**src/rtl/ex_mem_if.sv**
```systemverilog
// ex_mem_if: EX->MEM pipeline handshake, flush and payload bundle.
// The master drives the EX side and consumes on the MEM side; the stage is the slave.
interface ex_mem_if #(parameter int DATA_WIDTH = 32);
  logic flush, valid_e, ready_e, valid_m, ready_m;
  logic RegWriteE, MemWriteE, RegWriteM, MemWriteM;
  logic [1:0] ResultSrcE, ResultSrcM;
  logic [2:0] funct3E, funct3M;
  logic [4:0] RdE, RdM;
  logic [DATA_WIDTH-1:0] ALUResultE, WriteDataE, PCPlus4E;
  logic [DATA_WIDTH-1:0] ALUResultM, WriteDataM, PCPlus4M;
  modport master (
    output flush, valid_e, ready_m, RegWriteE, MemWriteE, ResultSrcE, funct3E, RdE,
           ALUResultE, WriteDataE, PCPlus4E,
    input  ready_e, valid_m, RegWriteM, MemWriteM, ResultSrcM, funct3M, RdM,
           ALUResultM, WriteDataM, PCPlus4M
  );
  modport slave (
    input  flush, valid_e, ready_m, RegWriteE, MemWriteE, ResultSrcE, funct3E, RdE,
           ALUResultE, WriteDataE, PCPlus4E,
    output ready_e, valid_m, RegWriteM, MemWriteM, ResultSrcM, funct3M, RdM,
           ALUResultM, WriteDataM, PCPlus4M
  );
endinterface

```
**src/rtl/ex_mem_stage.sv**
```systemverilog
// ex_mem_stage: EX/MEM pipeline register with valid/ready handshake and flush.
// Define EX_MEM_SKID_EN for a main+skid two-entry buffer with a registered ready_e.
module ex_mem_stage #(parameter int DATA_WIDTH = 32) (
  input logic     clk,
  input logic     rst,
  ex_mem_if.slave bus
);
  typedef struct packed {
    logic                  reg_write;
    logic                  mem_write;
    logic [1:0]            result_src;
    logic [2:0]            funct3;
    logic [4:0]            rd;
    logic [DATA_WIDTH-1:0] alu_result;
    logic [DATA_WIDTH-1:0] write_data;
    logic [DATA_WIDTH-1:0] pc_plus4;
  } entry_t;
  entry_t in_w, main_q;
  logic   valid, accept;
  assign in_w = {bus.RegWriteE, bus.MemWriteE, bus.ResultSrcE, bus.funct3E, bus.RdE,
                 bus.ALUResultE, bus.WriteDataE, bus.PCPlus4E};
  assign bus.valid_m    = valid;
  assign bus.RegWriteM  = valid & main_q.reg_write;
  assign bus.MemWriteM  = valid & main_q.mem_write;
  assign bus.ResultSrcM = main_q.result_src;
  assign bus.funct3M    = main_q.funct3;
  assign bus.RdM        = main_q.rd;
  assign bus.ALUResultM = main_q.alu_result;
  assign bus.WriteDataM = main_q.write_data;
  assign bus.PCPlus4M   = main_q.pc_plus4;
`ifdef EX_MEM_SKID_EN
  typedef enum logic [1:0] {EMPTY, ONE, TWO} state_t;
  state_t state_q;
  entry_t skid_q;
  logic   ready_q;
  assign bus.ready_e = ready_q;
  assign accept      = bus.valid_e && ready_q;
  assign valid       = state_q != EMPTY;
  // main_q always holds the oldest entry; skid_q only the one caught while stalled
  always_ff @(posedge clk or negedge rst) begin
    if (!rst) begin
      state_q <= EMPTY;
      ready_q <= 1'b1;
      main_q  <= '0;
      skid_q  <= '0;
    end else if (bus.flush) begin
      state_q <= EMPTY;
      ready_q <= 1'b1;
    end else begin
      case (state_q)
        EMPTY: if (accept) begin
          main_q  <= in_w;
          state_q <= ONE;
        end
        ONE: if (accept && !bus.ready_m) begin
          skid_q  <= in_w;
          state_q <= TWO;
          ready_q <= 1'b0;
        end else if (accept) main_q <= in_w;
        else if (bus.ready_m) state_q <= EMPTY;
        default: if (bus.ready_m) begin
          main_q  <= skid_q;
          state_q <= ONE;
          ready_q <= 1'b1;
        end
      endcase
    end
  end
`else
  logic valid_q;
  assign valid       = valid_q;
  assign bus.ready_e = !valid_q || bus.ready_m;
  assign accept      = bus.valid_e && bus.ready_e;
  always_ff @(posedge clk or negedge rst) begin
    if (!rst) begin
      valid_q <= 1'b0;
      main_q  <= '0;
    end else begin
      valid_q <= !bus.flush && (accept || (valid_q && !bus.ready_m));
      if (accept && !bus.flush) main_q <= in_w;
    end
  end
`endif
endmodule

```
**src/flat_wrapper.sv**
```systemverilog
// flat-port wrapper written by rule: the top's interface ports become plain ports
module ex_mem_stage_flat 
#(parameter int DATA_WIDTH = 32)
  (clk, rst, bus_flush, bus_valid_e, bus_ready_m, bus_RegWriteE, bus_MemWriteE, bus_ResultSrcE, bus_funct3E, bus_RdE, bus_ALUResultE, bus_WriteDataE, bus_PCPlus4E, bus_ready_e, bus_valid_m, bus_RegWriteM, bus_MemWriteM, bus_ResultSrcM, bus_funct3M, bus_RdM, bus_ALUResultM, bus_WriteDataM, bus_PCPlus4M);
  ex_mem_if #(.DATA_WIDTH(DATA_WIDTH)) bus_i ();
  input logic clk;
  input logic rst;
  input wire logic [$bits(bus_i.flush)-1:0] bus_flush;
  input wire logic [$bits(bus_i.valid_e)-1:0] bus_valid_e;
  input wire logic [$bits(bus_i.ready_m)-1:0] bus_ready_m;
  input wire logic [$bits(bus_i.RegWriteE)-1:0] bus_RegWriteE;
  input wire logic [$bits(bus_i.MemWriteE)-1:0] bus_MemWriteE;
  input wire logic [$bits(bus_i.ResultSrcE)-1:0] bus_ResultSrcE;
  input wire logic [$bits(bus_i.funct3E)-1:0] bus_funct3E;
  input wire logic [$bits(bus_i.RdE)-1:0] bus_RdE;
  input wire logic [$bits(bus_i.ALUResultE)-1:0] bus_ALUResultE;
  input wire logic [$bits(bus_i.WriteDataE)-1:0] bus_WriteDataE;
  input wire logic [$bits(bus_i.PCPlus4E)-1:0] bus_PCPlus4E;
  output wire logic [$bits(bus_i.ready_e)-1:0] bus_ready_e;
  output wire logic [$bits(bus_i.valid_m)-1:0] bus_valid_m;
  output wire logic [$bits(bus_i.RegWriteM)-1:0] bus_RegWriteM;
  output wire logic [$bits(bus_i.MemWriteM)-1:0] bus_MemWriteM;
  output wire logic [$bits(bus_i.ResultSrcM)-1:0] bus_ResultSrcM;
  output wire logic [$bits(bus_i.funct3M)-1:0] bus_funct3M;
  output wire logic [$bits(bus_i.RdM)-1:0] bus_RdM;
  output wire logic [$bits(bus_i.ALUResultM)-1:0] bus_ALUResultM;
  output wire logic [$bits(bus_i.WriteDataM)-1:0] bus_WriteDataM;
  output wire logic [$bits(bus_i.PCPlus4M)-1:0] bus_PCPlus4M;
  assign bus_i.flush = bus_flush;
  assign bus_i.valid_e = bus_valid_e;
  assign bus_i.ready_m = bus_ready_m;
  assign bus_i.RegWriteE = bus_RegWriteE;
  assign bus_i.MemWriteE = bus_MemWriteE;
  assign bus_i.ResultSrcE = bus_ResultSrcE;
  assign bus_i.funct3E = bus_funct3E;
  assign bus_i.RdE = bus_RdE;
  assign bus_i.ALUResultE = bus_ALUResultE;
  assign bus_i.WriteDataE = bus_WriteDataE;
  assign bus_i.PCPlus4E = bus_PCPlus4E;
  assign bus_ready_e = bus_i.ready_e;
  assign bus_valid_m = bus_i.valid_m;
  assign bus_RegWriteM = bus_i.RegWriteM;
  assign bus_MemWriteM = bus_i.MemWriteM;
  assign bus_ResultSrcM = bus_i.ResultSrcM;
  assign bus_funct3M = bus_i.funct3M;
  assign bus_RdM = bus_i.RdM;
  assign bus_ALUResultM = bus_i.ALUResultM;
  assign bus_WriteDataM = bus_i.WriteDataM;
  assign bus_PCPlus4M = bus_i.PCPlus4M;
  ex_mem_stage #(.DATA_WIDTH(DATA_WIDTH)) u_core (.clk(clk), .rst(rst), .bus(bus_i));
endmodule
```
**config.mk**
```make
export PLATFORM = sky130hd
export DESIGN_NAME = ex_mem_stage_flat
export DESIGN_NICKNAME = d
export VERILOG_FILES = /design/src/rtl/ex_mem_if.sv /design/src/rtl/ex_mem_stage.sv /design/src/flat_wrapper.sv
export SDC_FILE = /design/constraint.sdc
export NUM_CORES = 1
export LEC_CHECK = 0
export CORE_MARGIN = 3
export CORE_UTILIZATION = 38
export DETAILED_ROUTE_END_ITERATION = 12
export PLACE_DENSITY = 0.87
export SETUP_SLACK_MARGIN = 0.3
export SLEW_MARGIN = 20
export SYNTH_ARGS = -nofsm -noshare
export SYNTH_HDL_FRONTEND = slang
export SYNTH_SLANG_ARGS = --single-unit
```
**constraint.sdc**
```tcl
create_clock -name clk -period 1.4 [get_ports clk]
set_input_delay 0.28 -clock clk [delete_from_list [all_inputs] [get_ports clk]]
set_output_delay 0.28 -clock clk [all_outputs]
set_load 0.1 [all_outputs]
```
==> flow_metrics.py <==
metrics = {
    "run_status": {
        "outcome": "finished, violations left",
        "violations": "setup timing",
    },
    "floorplanning": {
        "initial_core_util_pct": 39.2,
        "fp.dieH_um": 121,
        "fp.dieW_um": 121,
        "num_rows": 41,
        "coreArea_um2": 12700,
        "dieArea_um2": 14500,
        "pin_count": 223,
    },
    "sta": {
        "finalWorstSetupSlack_ns": -0.337,
        "setup_viol": 112,
        "fin_tns_setup_ns": -34.12,
        "max_freq_ghz": 0.576,
        "timing_hold_violations_final": 0,
        "period_share_pct": 124,
        "min_period_ns": 1.74,
        "worst_pin_slew_ns": 0.360,
        "timing.hold.ws_ns": 0.477,
        "finClkSkew_ns": 0.00371,
        "rsz0062_at_grt": "true",
        "drv_slew": 0,
        "maxSlewHeadroom_pct": 76.0,
    },
    "logic_synthesis": {
        "synth_nets": 455,
        "ys_warn_count": 0,
        "synth_seq_cells": 109,
        "yosys.area.top_type_share_pct": 54.7,
        "yosys-top-cells-area": "dfrtp_1, mux2_2, buf_4",
        "syn_area_per_cell_um2": 14.6,
        "syn_area_um2": 4990,
        "yosysSeqAreaShare_pct": 54.7,
        "syn_inst": 342,
        "synth_area_leader_cell": "dfrtp_1",
        "ys_types": 12,
    },
    "global_route": {
        "grt-ovfl-total": 0,
        "grt_max_degree": 66,
        "grt_use_total_pct": 17.6,
        "grt_pass1_vias": 3640,
        "grt_pass1_wl_mm": 19.8,
        "antenna_found_initial": 0,
    },
    "clocking": {
        "clk_latency_ns": 0.34,
        "cts.clk_slew.worst_paths_ns": 0.07,
        "clock-sinks": 109,
        "cts_root_buf": "clkbuf_16",
        "cts_tree": "built",
        "cts_htree_levels": 3,
        "clockBufferDepth": 2,
        "cts_buffers": 9,
    },
    "setup_path": {
        "worstPathRequired_ns": 1.63,
        "cp-end-kind": "flop",
        "path_common_cell": "buf_12",
        "slowest_stage": "dfrtp_4",
        "reg2reg_depth": 6,
        "path_max_fanout": 9,
        "cp-start-kind": "flop",
        "setup.worst_path.class": "flop to flop",
        "r2r_start": "u_core.bus.valid_m$_DFF_PN0_",
        "max_stage_delay_ns": 0.47,
        "cp_cell_sequence": "nor2b_4, nor3b_4, buf_6, buf_12, buf_12, mux2_2",
        "r2r_end": "u_core.bus.ALUResultM[21]$_DFFE_PN0P_",
        "cp-startpoint": "u_core.bus.valid_m$_DFF_PN0_",
        "endpoint": "u_core.bus.ALUResultM[21]$_DFFE_PN0P_",
        "reg2reg_setup_slack_ns": -0.34,
        "critical_path_arrival_ns": 1.97,
    },
    "placed_design": {
        "gp_congestion": 0.729,
        "port_buffers": 222,
        "dp_hpwl_mm": 9.66,
        "post_dp_cell_area_um2": 7830,
    },
    "power": {
        "power.share.clock_pct": 17.0,
        "seq_power_share_pct": 28.3,
        "powerDensity_nw_per_um2": 1670,
        "p_int_uw": 8600,
        "swShare_pct": 43.4,
        "p_sw_uw": 6590,
        "pwr-share-comb_pct": 54.7,
        "ir_worst_vdd_v": 0.000999,
        "p_leak_uw": 0.00416,
    },
    "drt": {
        "drt_pre_antenna_iters": 4,
        "remaining_drc_errors": 0,
        "num_vias": 3235,
        "avgRoutedWirePerCell_um": 19.3,
        "vias_per_cell": 4.41,
        "ant_nets": 0,
        "drt_iter0_drc": 148,
        "totalWireLength_mm": 14.1,
    },
    "final_layout": {
        "syn_to_final_growth_pct": 82.4,
        "final_area_um2": 9100,
        "drive_gt1_share_pct": 60.1,
        "fin_nets": 669,
        "n_antenna_cell": 0,
    },
    "job": {
        "maxCapViolCount": 0,
    },
    "min_path": {
        "hp-class": "input pin to async pin",
    },
}
## critical path, delay by kind of cell, from the launching register on
kind,cells,cell delay [ns]
buf+inv,3,0.42
mux,1,0.34
simple gates,2,0.39
flops,1,0.47
## cells in the mapped netlist (all sizes together)
cell type and instances:
inv 1, nor3b 1, and2 2, buf 118
mux2 108, nor2b 1, nor2 2, dfrtp 109
## logic make-up after synthesis
group                  after synthesis  synth area share [%]
DFF                                109                  54.7
buffers and inverters              119                  18.6
and+or+nand+nor                      6                 0.927
muxes                              108                  25.9
## flip-flops by register name, indices dropped and copies added (netlist names)
register / cells
u_core.bus.valid_m: 1
u_core.bus.WriteDataM: 32
u_core.bus.ALUResultM: 32
u_core.bus.PCPlus4M: 32
u_core.bus.RdM: 5
u_core.bus.funct3M: 3
u_core.main_q: 2
u_core.bus.ResultSrcM: 2
## power groups by stage
| stage | clock [uW] | combinational (uW) | sequential (uW) |
|---|---|---|---|
| after floorplan | 0 | 5500 | 3950 |
| after global placement | 0 | 7440 | 4310 |
| after detailed placement | 0 | 7540 | 4360 |
| after CTS | 2610 | 7830 | 4290 |
| after global routing | 2770 | 8500 | 4360 |
| final | 2580 | 8300 | 4300 |
## layout make-up
class	count	area [um^2]
Fill cell	785	3620
Tap cell	172	215
Multi-Input combinational cell	114	1570
Sequential cell	109	2730
Timing Repair Buffer	321	4290
Inverter	1	6.26
Clock inverter	4	47.5
Clock buffer	12	246
## layout by cell type, fill, tap and decap left out, types with 2 or more instances in the layout
master	count
clkinv_2	2
clkbuf_1	2
mux2_4	78
dfrtp_1	108
clkdlybuf4s50_1	111
buf_6	12
clkbuf_16	12
mux2_2	30
buf_4	71
and2_4	2
buf_8	7
nor2_1	2
buf_12	116
## per-stage QoR
step,std cells,worst slack [ns],power [uW],util (%)
after floorplan,342,-0.388,9460,-
after global placement,639,-0.515,11800,61.5
after detailed placement,639,-0.548,11900,61.5
after CTS,688,-0.305,14700,66.3
after global routing,733,-0.394,15600,71.6
final,733,-0.337,15200,71.6
## how the worst min path moves through the flow
| stage | startpoint | endpoint | slack (ns) | cells after the start |
|---|---|---|---|---|
| 2_1_floorplan | rst | u_core.bus.ALUResultM[0]$_DFFE_PN0P_ | -0.02 | 0 |
| 3_3_place_gp | rst | u_core.bus.PCPlus4M[0]$_DFFE_PN0P_ | 0.28 | 2 |
| 3_5_place_dp | rst | u_core.bus.PCPlus4M[1]$_DFFE_PN0P_ | 0.29 | 2 |
| 4_1_cts | rst | u_core.bus.PCPlus4M[1]$_DFFE_PN0P_ | 0.47 | 3 |
| 5_1_grt | rst | u_core.bus.PCPlus4M[1]$_DFFE_PN0P_ | 0.48 | 3 |
| 6_report | rst | u_core.bus.PCPlus4M[1]$_DFFE_PN0P_ | 0.48 | 3 |
## timing repair
action | 4_1_cts | 5_1_grt
buffers inserted | 32 | 38
gates resized for setup | 19 | 76
endpoints found under the setup margin | 218 | 218
hold buffers | 1 | 0
cloned | 0 | 7
pin swaps | 0 | 1
endpoints found under the hold margin | 109 | 0
## metal layers
layer | wire (um) | global-route usage, % | share of wire [%] | vias up
li1 | - | - | - | 1461
met1 | 5020 | 18.8 | 36 | 1604
met2 | 7760 | 32.4 | 55 | 147
met3 | 1040 | 5.57 | 7.4 | 23
met4 | 289 | 6.44 | 2.0 | 0
met5 | 0 | 0 | 0 | -
Power figures use the tool's default switching activity.
